==> config.mk <==
export PLATFORM = sky130hd
export DESIGN_NAME = time_keeper
export DESIGN_NICKNAME = d
export VERILOG_FILES = /design/src/rtl/time_keeper_pkg.sv /design/src/rtl/time_keeper_bcd_mod_counter.sv /design/src/rtl/time_keeper.sv
export SDC_FILE = /design/constraint.sdc
export NUM_CORES = 1
export LEC_CHECK = 0
export ABC_AREA = 1
export CAP_MARGIN = 5
export CELL_PAD_IN_SITES_DETAIL_PLACEMENT = 1
export CELL_PAD_IN_SITES_GLOBAL_PLACEMENT = 1
export CORE_MARGIN = 2
export CORE_UTILIZATION = 30
export CTS_CLUSTER_DIAMETER = 50
export CTS_CLUSTER_SIZE = 20
export DETAILED_ROUTE_END_ITERATION = 12
export GPL_ROUTABILITY_DRIVEN = 0
export GPL_TIMING_DRIVEN = 0
export HOLD_SLACK_MARGIN = 0.02
export PLACE_DENSITY = 0.57
export RECOVER_POWER = 100
export SLEW_MARGIN = 20
export SYNTH_ARGS = -nofsm -noshare
export SYNTH_HDL_FRONTEND = slang
export SYNTH_SLANG_ARGS = --single-unit
==> constraint.sdc <==
create_clock -name i_clk -period 1.7 [get_ports i_clk]
set_input_delay 0.425 -clock i_clk [delete_from_list [all_inputs] [get_ports i_clk]]
set_output_delay 0.425 -clock i_clk [all_outputs]
set_load 0.02 [all_outputs]
==> src/rtl/time_keeper_pkg.sv <==
// time_keeper_pkg: shared widths, BCD field limits and prescaler sizing helper
// for the time_keeper timekeeping core.
package time_keeper_pkg;

  localparam int DIGIT_W = 4;
  localparam int FIELD_W = 8;

  localparam logic [FIELD_W-1:0] SEC_MAX = 8'h59;
  localparam logic [FIELD_W-1:0] MIN_MAX = 8'h59;
  localparam logic [FIELD_W-1:0] HR_MAX  = 8'h23;

  // Bits needed for a counter running 0..modulus-1; never narrower than one bit.
  function automatic int presc_width(input int modulus);
    return (modulus > 1) ? $clog2(modulus) : 1;
  endfunction

endpackage

==> src/rtl/time_keeper_bcd_mod_counter.sv <==
// bcd_mod_counter: two-digit BCD counter that wraps from MAX_BCD to 00.
// o_carry is combinational so a chain of these advances on a single edge.
module bcd_mod_counter
  import time_keeper_pkg::*;
#(
  parameter logic [FIELD_W-1:0] MAX_BCD = SEC_MAX
) (
  input  logic               i_clk,
  input  logic               i_rst_n,
  input  logic               i_clr,
  input  logic               i_ena,
  output logic [FIELD_W-1:0] o_bcd,
  output logic               o_carry
);

  logic [DIGIT_W-1:0] units;
  logic [DIGIT_W-1:0] tens;
  logic               at_max;
  logic [FIELD_W-1:0] next_bcd;

  assign units   = o_bcd[DIGIT_W-1:0];
  assign tens    = o_bcd[FIELD_W-1:DIGIT_W];
  assign at_max  = (o_bcd == MAX_BCD);
  assign o_carry = i_ena & at_max;

  // Next BCD value: units 0-9 carry into tens, whole field wraps at MAX_BCD.
  always_comb begin
    next_bcd = o_bcd;
    if (at_max) begin
      next_bcd = '0;
    end else if (units == 4'd9) begin
      next_bcd = {tens + 4'd1, 4'd0};
    end else begin
      next_bcd = {tens, units + 4'd1};
    end
  end

  // Field register: clear wins over enable.
  always_ff @(posedge i_clk or negedge i_rst_n) begin
    if (!i_rst_n) begin
      o_bcd <= '0;
    end else if (i_clr) begin
      o_bcd <= '0;
    end else if (i_ena) begin
      o_bcd <= next_bcd;
    end
  end

endmodule

==> src/rtl/time_keeper.sv <==
// time_keeper: divides i_clk into a 1 Hz strobe and a display-scan strobe and
// keeps BCD time of day (hh:mm:ss).
// Build option TIME_KEEPER_SET_EN: when defined, i_set_min / i_set_hr advance
// minutes / hours; otherwise those ports are ignored.
module time_keeper
  import time_keeper_pkg::*;
#(
  parameter int CLK_HZ  = 100_000_000,
  parameter int SCAN_HZ = 1000
) (
  input  logic               i_clk,
  input  logic               i_rst_n,
  input  logic               i_run,
  input  logic               i_clear,
  input  logic               i_set_min,
  input  logic               i_set_hr,
  output logic               o_tick_1hz,
  output logic               o_tick_scan,
  output logic [FIELD_W-1:0] o_sec_bcd,
  output logic [FIELD_W-1:0] o_min_bcd,
  output logic [FIELD_W-1:0] o_hr_bcd,
  output logic               o_rollover
);

  localparam int SCAN_DIV = CLK_HZ / SCAN_HZ;
  localparam int W_1HZ    = presc_width(CLK_HZ);
  localparam int W_SCAN   = presc_width(SCAN_DIV);

  localparam logic [W_1HZ-1:0]  LAST_1HZ  = W_1HZ'(CLK_HZ - 1);
  localparam logic [W_SCAN-1:0] LAST_SCAN = W_SCAN'(SCAN_DIV - 1);

  logic [W_1HZ-1:0]  cnt_1hz;
  logic [W_SCAN-1:0] cnt_scan;
  logic              wrap_1hz;
  logic              wrap_scan;

  logic set_min;
  logic set_hr;

  logic sec_carry;
  logic min_carry;
  logic hr_carry;
  logic min_to_hr;
  logic day_wrap;

`ifdef TIME_KEEPER_SET_EN
  assign set_min = i_set_min;
  assign set_hr  = i_set_hr;
`else
  logic unused_set;
  assign set_min    = 1'b0;
  assign set_hr     = 1'b0;
  assign unused_set = i_set_min ^ i_set_hr;
`endif

  assign wrap_1hz  = i_run & (cnt_1hz == LAST_1HZ);
  assign wrap_scan = i_run & (cnt_scan == LAST_SCAN);

  // 1 Hz prescaler: frozen while i_run is low, resumes from the held count.
  always_ff @(posedge i_clk or negedge i_rst_n) begin
    if (!i_rst_n) begin
      cnt_1hz <= '0;
    end else if (i_clear) begin
      cnt_1hz <= '0;
    end else if (i_run) begin
      cnt_1hz <= wrap_1hz ? '0 : cnt_1hz + W_1HZ'(1);
    end
  end

  // Scan prescaler: same scheme, untouched by time-set pulses.
  always_ff @(posedge i_clk or negedge i_rst_n) begin
    if (!i_rst_n) begin
      cnt_scan <= '0;
    end else if (i_clear) begin
      cnt_scan <= '0;
    end else if (i_run) begin
      cnt_scan <= wrap_scan ? '0 : cnt_scan + W_SCAN'(1);
    end
  end

  // Hours only follow a counting carry: a set pulse on minutes 59 reports
  // o_carry from the minutes counter, so it is masked with the seconds carry.
  assign min_to_hr = min_carry & sec_carry;
  assign day_wrap  = hr_carry & min_to_hr;

  bcd_mod_counter #(.MAX_BCD(SEC_MAX)) u_sec (
    .i_clk   (i_clk),
    .i_rst_n (i_rst_n),
    .i_clr   (i_clear),
    .i_ena   (wrap_1hz),
    .o_bcd   (o_sec_bcd),
    .o_carry (sec_carry)
  );

  bcd_mod_counter #(.MAX_BCD(MIN_MAX)) u_min (
    .i_clk   (i_clk),
    .i_rst_n (i_rst_n),
    .i_clr   (i_clear),
    .i_ena   (sec_carry | set_min),
    .o_bcd   (o_min_bcd),
    .o_carry (min_carry)
  );

  bcd_mod_counter #(.MAX_BCD(HR_MAX)) u_hr (
    .i_clk   (i_clk),
    .i_rst_n (i_rst_n),
    .i_clr   (i_clear),
    .i_ena   (min_to_hr | set_hr),
    .o_bcd   (o_hr_bcd),
    .o_carry (hr_carry)
  );

  // Registered strobes, aligned with the edge that updates the time fields.
  always_ff @(posedge i_clk or negedge i_rst_n) begin
    if (!i_rst_n) begin
      o_tick_1hz  <= 1'b0;
      o_tick_scan <= 1'b0;
      o_rollover  <= 1'b0;
    end else if (i_clear) begin
      o_tick_1hz  <= 1'b0;
      o_tick_scan <= 1'b0;
      o_rollover  <= 1'b0;
    end else begin
      o_tick_1hz  <= wrap_1hz;
      o_tick_scan <= wrap_scan;
      o_rollover  <= day_wrap;
    end
  end

endmodule

==> results of run 1 <==
-- area by class of cell --
class / instances / area (sq um) / share of cell area [%]
well taps: 180 / 225 / 3.90
inverters: 75 / 290 / 5.03
clock buffers: 10 / 229 / 3.97
flip-flops and latches: 71 / 1790 / 31.0
plain buffers: 10 / 120 / 2.08
clock inverters: 6 / 133 / 2.30
repair buffers: 60 / 509 / 8.83
multi-input cells: 439 / 2480 / 42.9
-- cells in the mapped netlist --
cell type  instances
a211oi_1           1
a21oi_1           19
a31oi_1            5
and2_1             1
and3_1             1
buf_2              4
buf_4              2
buf_6              2
clkbuf_1           2
dfrtp_1           71
ha_1              14
inv_1             74
inv_2              1
mux2i_1            1
nand2_1          145
nand2_2            4
nand3_1           47
nand3_2            1
nand4_1           23
nor2_1            88
nor2_2             4
nor2_4             2
nor3_1            23
nor3_2             3
nor3b_1            3
nor4_1             3
o21a_1             1
o21ai_0           16
o21ai_1            6
o21ai_2            4
o21ai_4            1
o22ai_1            1
or2_2              2
xnor2_1            2
xor2_1            16
-- power by group --
group          switching [mW]  internal [mW]  leakage (nW)
registers              0.0443           1.73         0.972
clock network           0.777           1.58         0.173
logic                   0.247          0.141          1.44
total                    1.07           3.45          2.59
-- layer usage --
layer / part of all wire (%) / global-route usage (%) / vias to the layer above
met5: 0 / 0 / -
li1: - / - / 2073
met3: 2.3 / 2.93 / 10
met1: 51 / 25.3 / 2058
met2: 46 / 28.4 / 39
met4: 0.98 / 6.32 / 0
-- worst max-delay path: stages (launching register included) --
cell	delay, ns
dfrtp_1	0.38
ha_2	0.21
inv_2	0.05
nor2_4	0.11
nand2_2	0.09
nor2_4	0.14
nand2_2	0.08
nand2_4	0.10
buf_12	0.14
buf_12	0.11
a21oi_2	0.03
o21a_1	0.09
-- how the worst max path moves through the flow --
stage | end | depth (start not counted)
detailed placement | u_min.o_bcd[6] | 10
global route | u_min.o_bcd[7] | 11
CTS | cnt_1hz[20] | 11
floorplan | u_min.o_bcd[4] | 11
global placement | u_sec.o_bcd[1] | 1
finish | cnt_1hz[11] | 11
-- registers in the layout, summed over array words and instances (netlist names) --
name         count
o_tick_1hz       1
u_min.o_bcd      8
o_tick_scan      1
o_rollover       1
u_sec.o_bcd      8
cnt_1hz         27
cnt_scan        17
u_hr.o_bcd       8
-- per-stage QoR --
step | power [mW] | instances | utilization, % | instance area, sq um | setup WS [ns]
global route | 4.71 | 851 | 41.2 | 5770 | -0.0709
finish | 4.52 | 851 | 41.2 | 5770 | 0.0392
detailed placement | 2.14 | 804 | 34.8 | 4870 | -0.646
CTS | 4.55 | 832 | 38.7 | 5420 | -0.00915
floorplan | 1.98 | 593 | - | 4330 | 0.0207
global placement | 2.13 | 803 | 34.7 | 4850 | -2.94
-- cell families (layout without fill, tap and decap cells) --
logic type	count (synthesis)	after routing	share of synthesized area (%)
adder cells (fa/ha/maj)	14	14	4.05
buffers and inverters	85	161	8.02
AO/OA/AOI/OAI	54	55	7.15
AND/OR/NAND/NOR	350	351	35.8
multiplexers	1	1	0.232
flip-flops	71	71	41.1
XOR/XNOR	18	18	3.65
-- what timing repair did --
action / in CTS / in global routing
hold buffers: 0 / 0
buffers inserted: 11 / 17
gates cloned: 1 / 2
gates resized for setup: 65 / 74
pin swaps: 11 / 22
hold endpoints to repair: 0 / 0
endpoints found under the setup margin: 91 / 66
==> results.md, run 1 <==
- Status: completed
- R2R cell count: 11
- PD cells: 784 nW/um^2
- Core box area: 14000 sq um
- CP Class: reg2reg
- Total wire length: 13200 microns
- First-pass detailed-route iteration total: 4
- Antenna Cells: 0
- RR Endpoint: cnt_1hz[11]
- Post-route ant nets: 0
- Die H: 124 microns
- Crit. Startpoint: cnt_1hz[0]
- Req. time, crit path: 1.94 ns
- WHS: 0.213 ns
- Root buf cell: clkbuf_16
- Least-Margin Pin Slew: 0.961 ns
- Commonest non-fill, non-tap cells in the layout: nand2_1, nor2_1, inv_1
- Final Cycle Share: 97.7%
- H-tree levels: 3
- CP endpoint kind: flip-flop
- Via-to-Cell Ratio: 4.91
- Row count: 43
- Syn. warnings: 0
- Max cap viols: 0
- Worst vdd ir: 0.485 mV
- Global-route wire length before repair: 21400 microns
- Die area: 15400 sq um
- Number of remaining DRC errors: 0
- Yosys reg bits: between 70 and 80
- Vias post-DR: between 4000 and 5000
- Top cell type by total area after synthesis: dfrtp_1
- I/O pin count: 33
- Initial antenna violation count: 0
- Finish-stage setup viols: 0
- CP arrival: 1.90 ns
- Largest net degree at the start of global routing: 37
- Reg clk slew, reported paths: 0.06 ns
- Initial drt markers: 175
- Layout cells sized above 1: 21.5%
- Synth top area share: 41.1%
- Cts bufs inserted: 9
- Clk buf depth: 2
- Layout area overhead: 33.4%
- Final #Nets: 686
- Clk_lat worst skew: 0.35 ns
- TritonCTS clock tree: yes
- Fmax: 0.602 GHz
- Final min period: 1.66 ns
- Filler cells: 1731
- Vias in the first global route: 4145
- # clock sinks: about 70
- Startpoint class of the critical path: flip-flop
- Fin Clk Skew: 0.00600 ns
- Post-synthesis sequential area ratio: 41.1%
- Die width: about 120 microns
- Setup_tns: 0 ns
- Dpl hpwl: 9220 microns
- Final Slew Violations: 0
- Reg2Reg Setup Slack: 0.04 ns
- Static leakage: between 2 and 3 nW
- WL per Instance: 15.5 microns
- Worst-path maximum fanout: 8
- Syn_nets: between 600 and 700
- Most common cell after layout, fill and taps aside: nand2_1
- Initial Util: 30.9%
- Min-delay worst type: in2async
- R2r startpoint: cnt_1hz[0]
- Top cells by area, synth: dfrtp_1, nand2_1, nor2_1, inv_1, nand3_1
- Netlist Area Pre-Place: 4320 sq um
- Slew margin rel.: 35.9%
- Input/output buffers: 30
- Fin. Hold Viols: 0
- Count of different cell masters after synthesis: 35
- Synthesized area per cell: around 7.3 sq um
- Syn Inst Count: 593
- Grt ovf: 0
- Gr usage total: between 10% and 20%
- RSZ-0062 raised after global routing: yes
No activity file was read; power rests on OpenSTA's default activity.
==> run 2, diff against run 1 <==
--- a/config.mk
+++ b/config.mk
@@ -5,7 +5,6 @@
 export SDC_FILE = /design/constraint.sdc
 export NUM_CORES = 1
 export LEC_CHECK = 0
-export ABC_AREA = 1
 export CAP_MARGIN = 5
 export CELL_PAD_IN_SITES_DETAIL_PLACEMENT = 1
 export CELL_PAD_IN_SITES_GLOBAL_PLACEMENT = 1
@@ -17,7 +16,7 @@
 export GPL_ROUTABILITY_DRIVEN = 0
 export GPL_TIMING_DRIVEN = 0
 export HOLD_SLACK_MARGIN = 0.02
-export PLACE_DENSITY = 0.57
+export PLACE_DENSITY = 0.55
 export RECOVER_POWER = 100
 export SLEW_MARGIN = 20
 export SYNTH_ARGS = -nofsm -noshare
==> run 2 against run 1 <==
The flow now finishes with violations (negative setup slack). Register-to-register slack got worse by 0.43 ns. Design area barely moved. Final cell count fell by 18%. Maximum frequency fell by 20%. Critical path depth fell by 5. Non-clock buffer count rose by 45. Die area fell by 11%. Global-route usage fell by 0.29 points. Worst hold slack got worse by 0.012 ns. Clock power fell by 23%. Critical endpoint is now u_hr.o_bcd[0]. Highest routed layer unchanged.
==> results.md, run 2 <==
- Status: finished, violations left
- Failing checks: negative setup slack
- H-tree levels: 3 (unchanged)
- Fin. Hold Viols: 0 (unchanged)
- Max cap viols: 0 (unchanged)
- Power, Total: 3.76 mW (-17%)
- Worst-path maximum fanout: 5 (-3)
- Main synth FF type: dfrtp_1
- PD cells: 653 nW/um^2 (-17%)
- Largest register FFs: 27 (unchanged)
- Vias in the first global route: 3642 (-12%)
- Largest Register: cnt_1hz
- Syn Inst Count: 408 (-31%)
- End of the critical path: u_hr.o_bcd[0]
- Total wire length: 11600 microns (-12%)
- Count of different cell masters after synthesis: 47 (+34%)
- Post-Synth XOR/XNOR Area: 8.97% (+5.3 points)
- Crit. Startpoint: cnt_1hz[23]
- Final #Nets: 539 (-21%)
- Most common cell in the synthesized netlist: dfrtp_1
- Number of remaining DRC errors: 0 (unchanged)
- I/O pin count: 33 (unchanged)
- Die H: 117 microns (-5.9%)
- WHS: 0.201 ns (-0.0116 ns)
- Setup slack after layout: -0.386 ns (-0.425 ns)
- Syn. warnings: 0 (unchanged)
- Reg2Reg Setup Slack: -0.39 ns (-0.43 ns)
- Reg clk slew, reported paths: 0.06 ns (about the same)
- Final Cell Area: 5760 sq um (about the same)
- RR Endpoint: u_hr.o_bcd[0]
- RSZ-0062 raised after global routing: yes
- Layout area overhead: 51.3%
- Synth top area share: 46.6% (+5.5 points)
- Root buf cell: clkbuf_16
- Dpl hpwl: 6900 microns (-25%)
- Antenna Cells: 0 (unchanged)
- Initial drt markers: 100 (-43%)
- Commonest non-fill, non-tap cells in the layout: dfrtp_1, buf_4, nor2_1
- Largest family of logic cells by synthesized area: simple AND/OR/NAND/NOR gates
- Initial antenna violation count: 0 (unchanged)
- Least-Margin Pin Slew: 0.910 ns (-0.0511 ns)
- Final Util: 46.0% (+4.8 points)
- Most common cell after layout, fill and taps aside: dfrtp_1
- Post-synthesis mux area share: 1.12% (+0.89 points)
- Asr flop ratio synth: 100% (unchanged)
- WL per Instance: 16.7 microns (+8.2%)
- Static leakage: 2.54 nW (-2.0%)
- Worst vdd ir: 0.449 mV (-7.5%)
- Post-route ant nets: 0 (unchanged)
- TritonCTS clock tree: yes
- Clk_lat worst skew: 0.34 ns (about the same)
- Min-delay worst type: in2async
- Vias post-DR: 3475 (-17%)
- CP endpoint kind: flip-flop
- Final Cycle Share: 123% (+25 points)
- Gr usage total: 17.9% (-0.29 points)
- Post-synthesis sequential area ratio: 46.6% (+5.5 points)
- CP Class: reg2reg
- Grt ovf: 0 (unchanged)
- First-pass detailed-route iteration total: 4 (unchanged)
- Global-route wire length before repair: 18800 microns (-12%)
- Final Slew Violations: 0 (unchanged)
- Synthesized area per cell: 9.34 sq um (+28%)
- R2r startpoint: cnt_1hz[23]
- Die width: 117 microns (-5.9%)
- Final min period: 2.09 ns (+0.425 ns)
- Post-synth EDFFs: 0 (unchanged)
- Startpoint class of the critical path: flip-flop
- Clk buf depth: 2 (unchanged)
- Fin Clk Skew: 0.00613 ns (+0.000128 ns)
- Finish-stage setup viols: 51 (+51)
- Post-synth top cells: dfrtp_1, nor2_1, nand2_1
- Slew margin rel.: 39.4% (+3.4 points)
- Input/output buffers: 30 (unchanged)
- Yosys reg bits: 71 (unchanged)
- Initial Util: 30.4% (-0.47 points)
- Syn_nets: 428 (-30%)
- Top cell type by total area after synthesis: dfrtp_1
- Die area: 13600 sq um (-11%)
- Largest net degree at the start of global routing: 40 (+8.1%)
- Req. time, crit path: 1.96 ns (+0.02 ns)
- Largest regs: cnt_1hz: 27 flops, cnt_scan: 17 flops
- Post-synthesis simple-gate area fraction: 28.9% (-6.9 points)
- Compound-gate portion of the synthesized area: 6.96% (-0.19 points)
- CP arrival: 2.35 ns (+0.45 ns)
- Filler cells: 1430 (-17%)
- Core box area: 12500 sq um (-11%)
- # clock sinks: 71 (unchanged)
- Placed cell area: 4410 sq um (-9.4%)
- Fmax: 0.479 GHz (-20%)
- Cts bufs inserted: 9 (unchanged)
- Row count: 41 (-4.7%)
- Post-Synth Adder-Cell Area: 4.60% (+0.55 points)
- Layout cells sized above 1: 35.2% (+14 points)
- Netlist Area Pre-Place: 3810 sq um (-12%)
- R2R cell count: 6 (-5)
- Via-to-Cell Ratio: 5.00 (+1.8%)
- Top cells by area, synth: dfrtp_1, xor2_1, nor2_1, ha_1, nand3_1
==> run 2: changes by cell type after synthesis, moves of 6 or more <==
cell and change:
nor3_1 -13, and3_1 +10, nor2_1 -28, o21ai_0 -6
inv_1 -62, nand3_1 -19, xor2_1 +12, nand2_1 -115
nand4_1 -6, xnor2_1 +9, clkbuf_1 +9, or3_1 +12
==> run 2: kinds of logic (layout without fill, tap and decap cells) <==
| kind of cell | Yosys count | in the layout |
|---|---|---|
| AO/OA/AOI/OAI | 48 | 48 |
| XOR/XNOR | 39 | 39 |
| multiplexers | 4 | 4 |
| adder cells (fa/ha/maj) | 14 | 14 |
| flip-flops | 71 | 71 |
| buffers and inverters | 27 | 142 |
| AND/OR/NAND/NOR | 205 | 205 |
==> run 2: cell type report <==
cell class	count	area (sq um)	area share [%]
repair buffers	102	925	16.0
flip-flops and latches	71	1790	31.1
plain buffers	13	144	2.50
inverters	12	45.0	0.782
well taps	172	215	3.73
clock buffers	15	278	4.82
multi-input cells	310	2370	41.1
==> run 2: worst max-delay path, stage by stage (launching register included) <==
cell and delay, ns:
dfrtp_1 0.41, nand4_1 0.23, nor4_4 0.42, buf_4 0.17, nand4_1 0.21, or3_4 0.45, a21oi_2 0.12
==> run 2: what timing repair did <==
| action | in CTS | in global routing |
|---|---|---|
| cloned | 2 | 0 |
| endpoints found under the hold margin | 0 | 0 |
| resized for setup | 115 | 66 |
| hold buffers | 0 | 0 |
| pin swaps | 53 | 31 |
| endpoints found under the setup margin | 96 | 66 |
| buffers inserted | 52 | 19 |
==> run 2: metrics by stage <==
step | std cells | worst slack, ns | TNS [ns]
after floorplan | 408 | -0.240 | -2.90
after global placement | 610 | -2.92 | -240.21
after detailed placement | 611 | -0.995 | -54.55
after CTS | 679 | -0.315 | -10.67
after global routing | 695 | -0.514 | -19.91
final | 695 | -0.386 | -14.49
==> run 2: per-layer routing <==
metal	GRT usage, %	part of all wire, %	routed length [microns]
met1	23.4	46	5340
met2	29.7	50	5850
met3	3.06	1.9	226
met4	6.43	1.9	218
met5	0	0	0
==> run 2: worst min path at each step <==
stage | start | end | slack, ns
floorplan | i_rst_n | cnt_1hz[0] | 0.13
global placement | cnt_1hz[1] | cnt_1hz[1] | 0.50
detailed placement | i_rst_n | cnt_scan[11] | 0.42
CTS | i_rst_n | cnt_scan[12] | 0.06
global route | i_rst_n | cnt_scan[12] | 0.28
finish | i_rst_n | cnt_scan[12] | 0.20
==> run 2: power breakdown <==
group,switching [mW],leakage [nW],internal [mW],total (mW)
clock,0.718,0.136,1.10,1.82
combinational,0.133,1.43,0.0967,0.230
sequential,0.0127,0.970,1.70,1.71
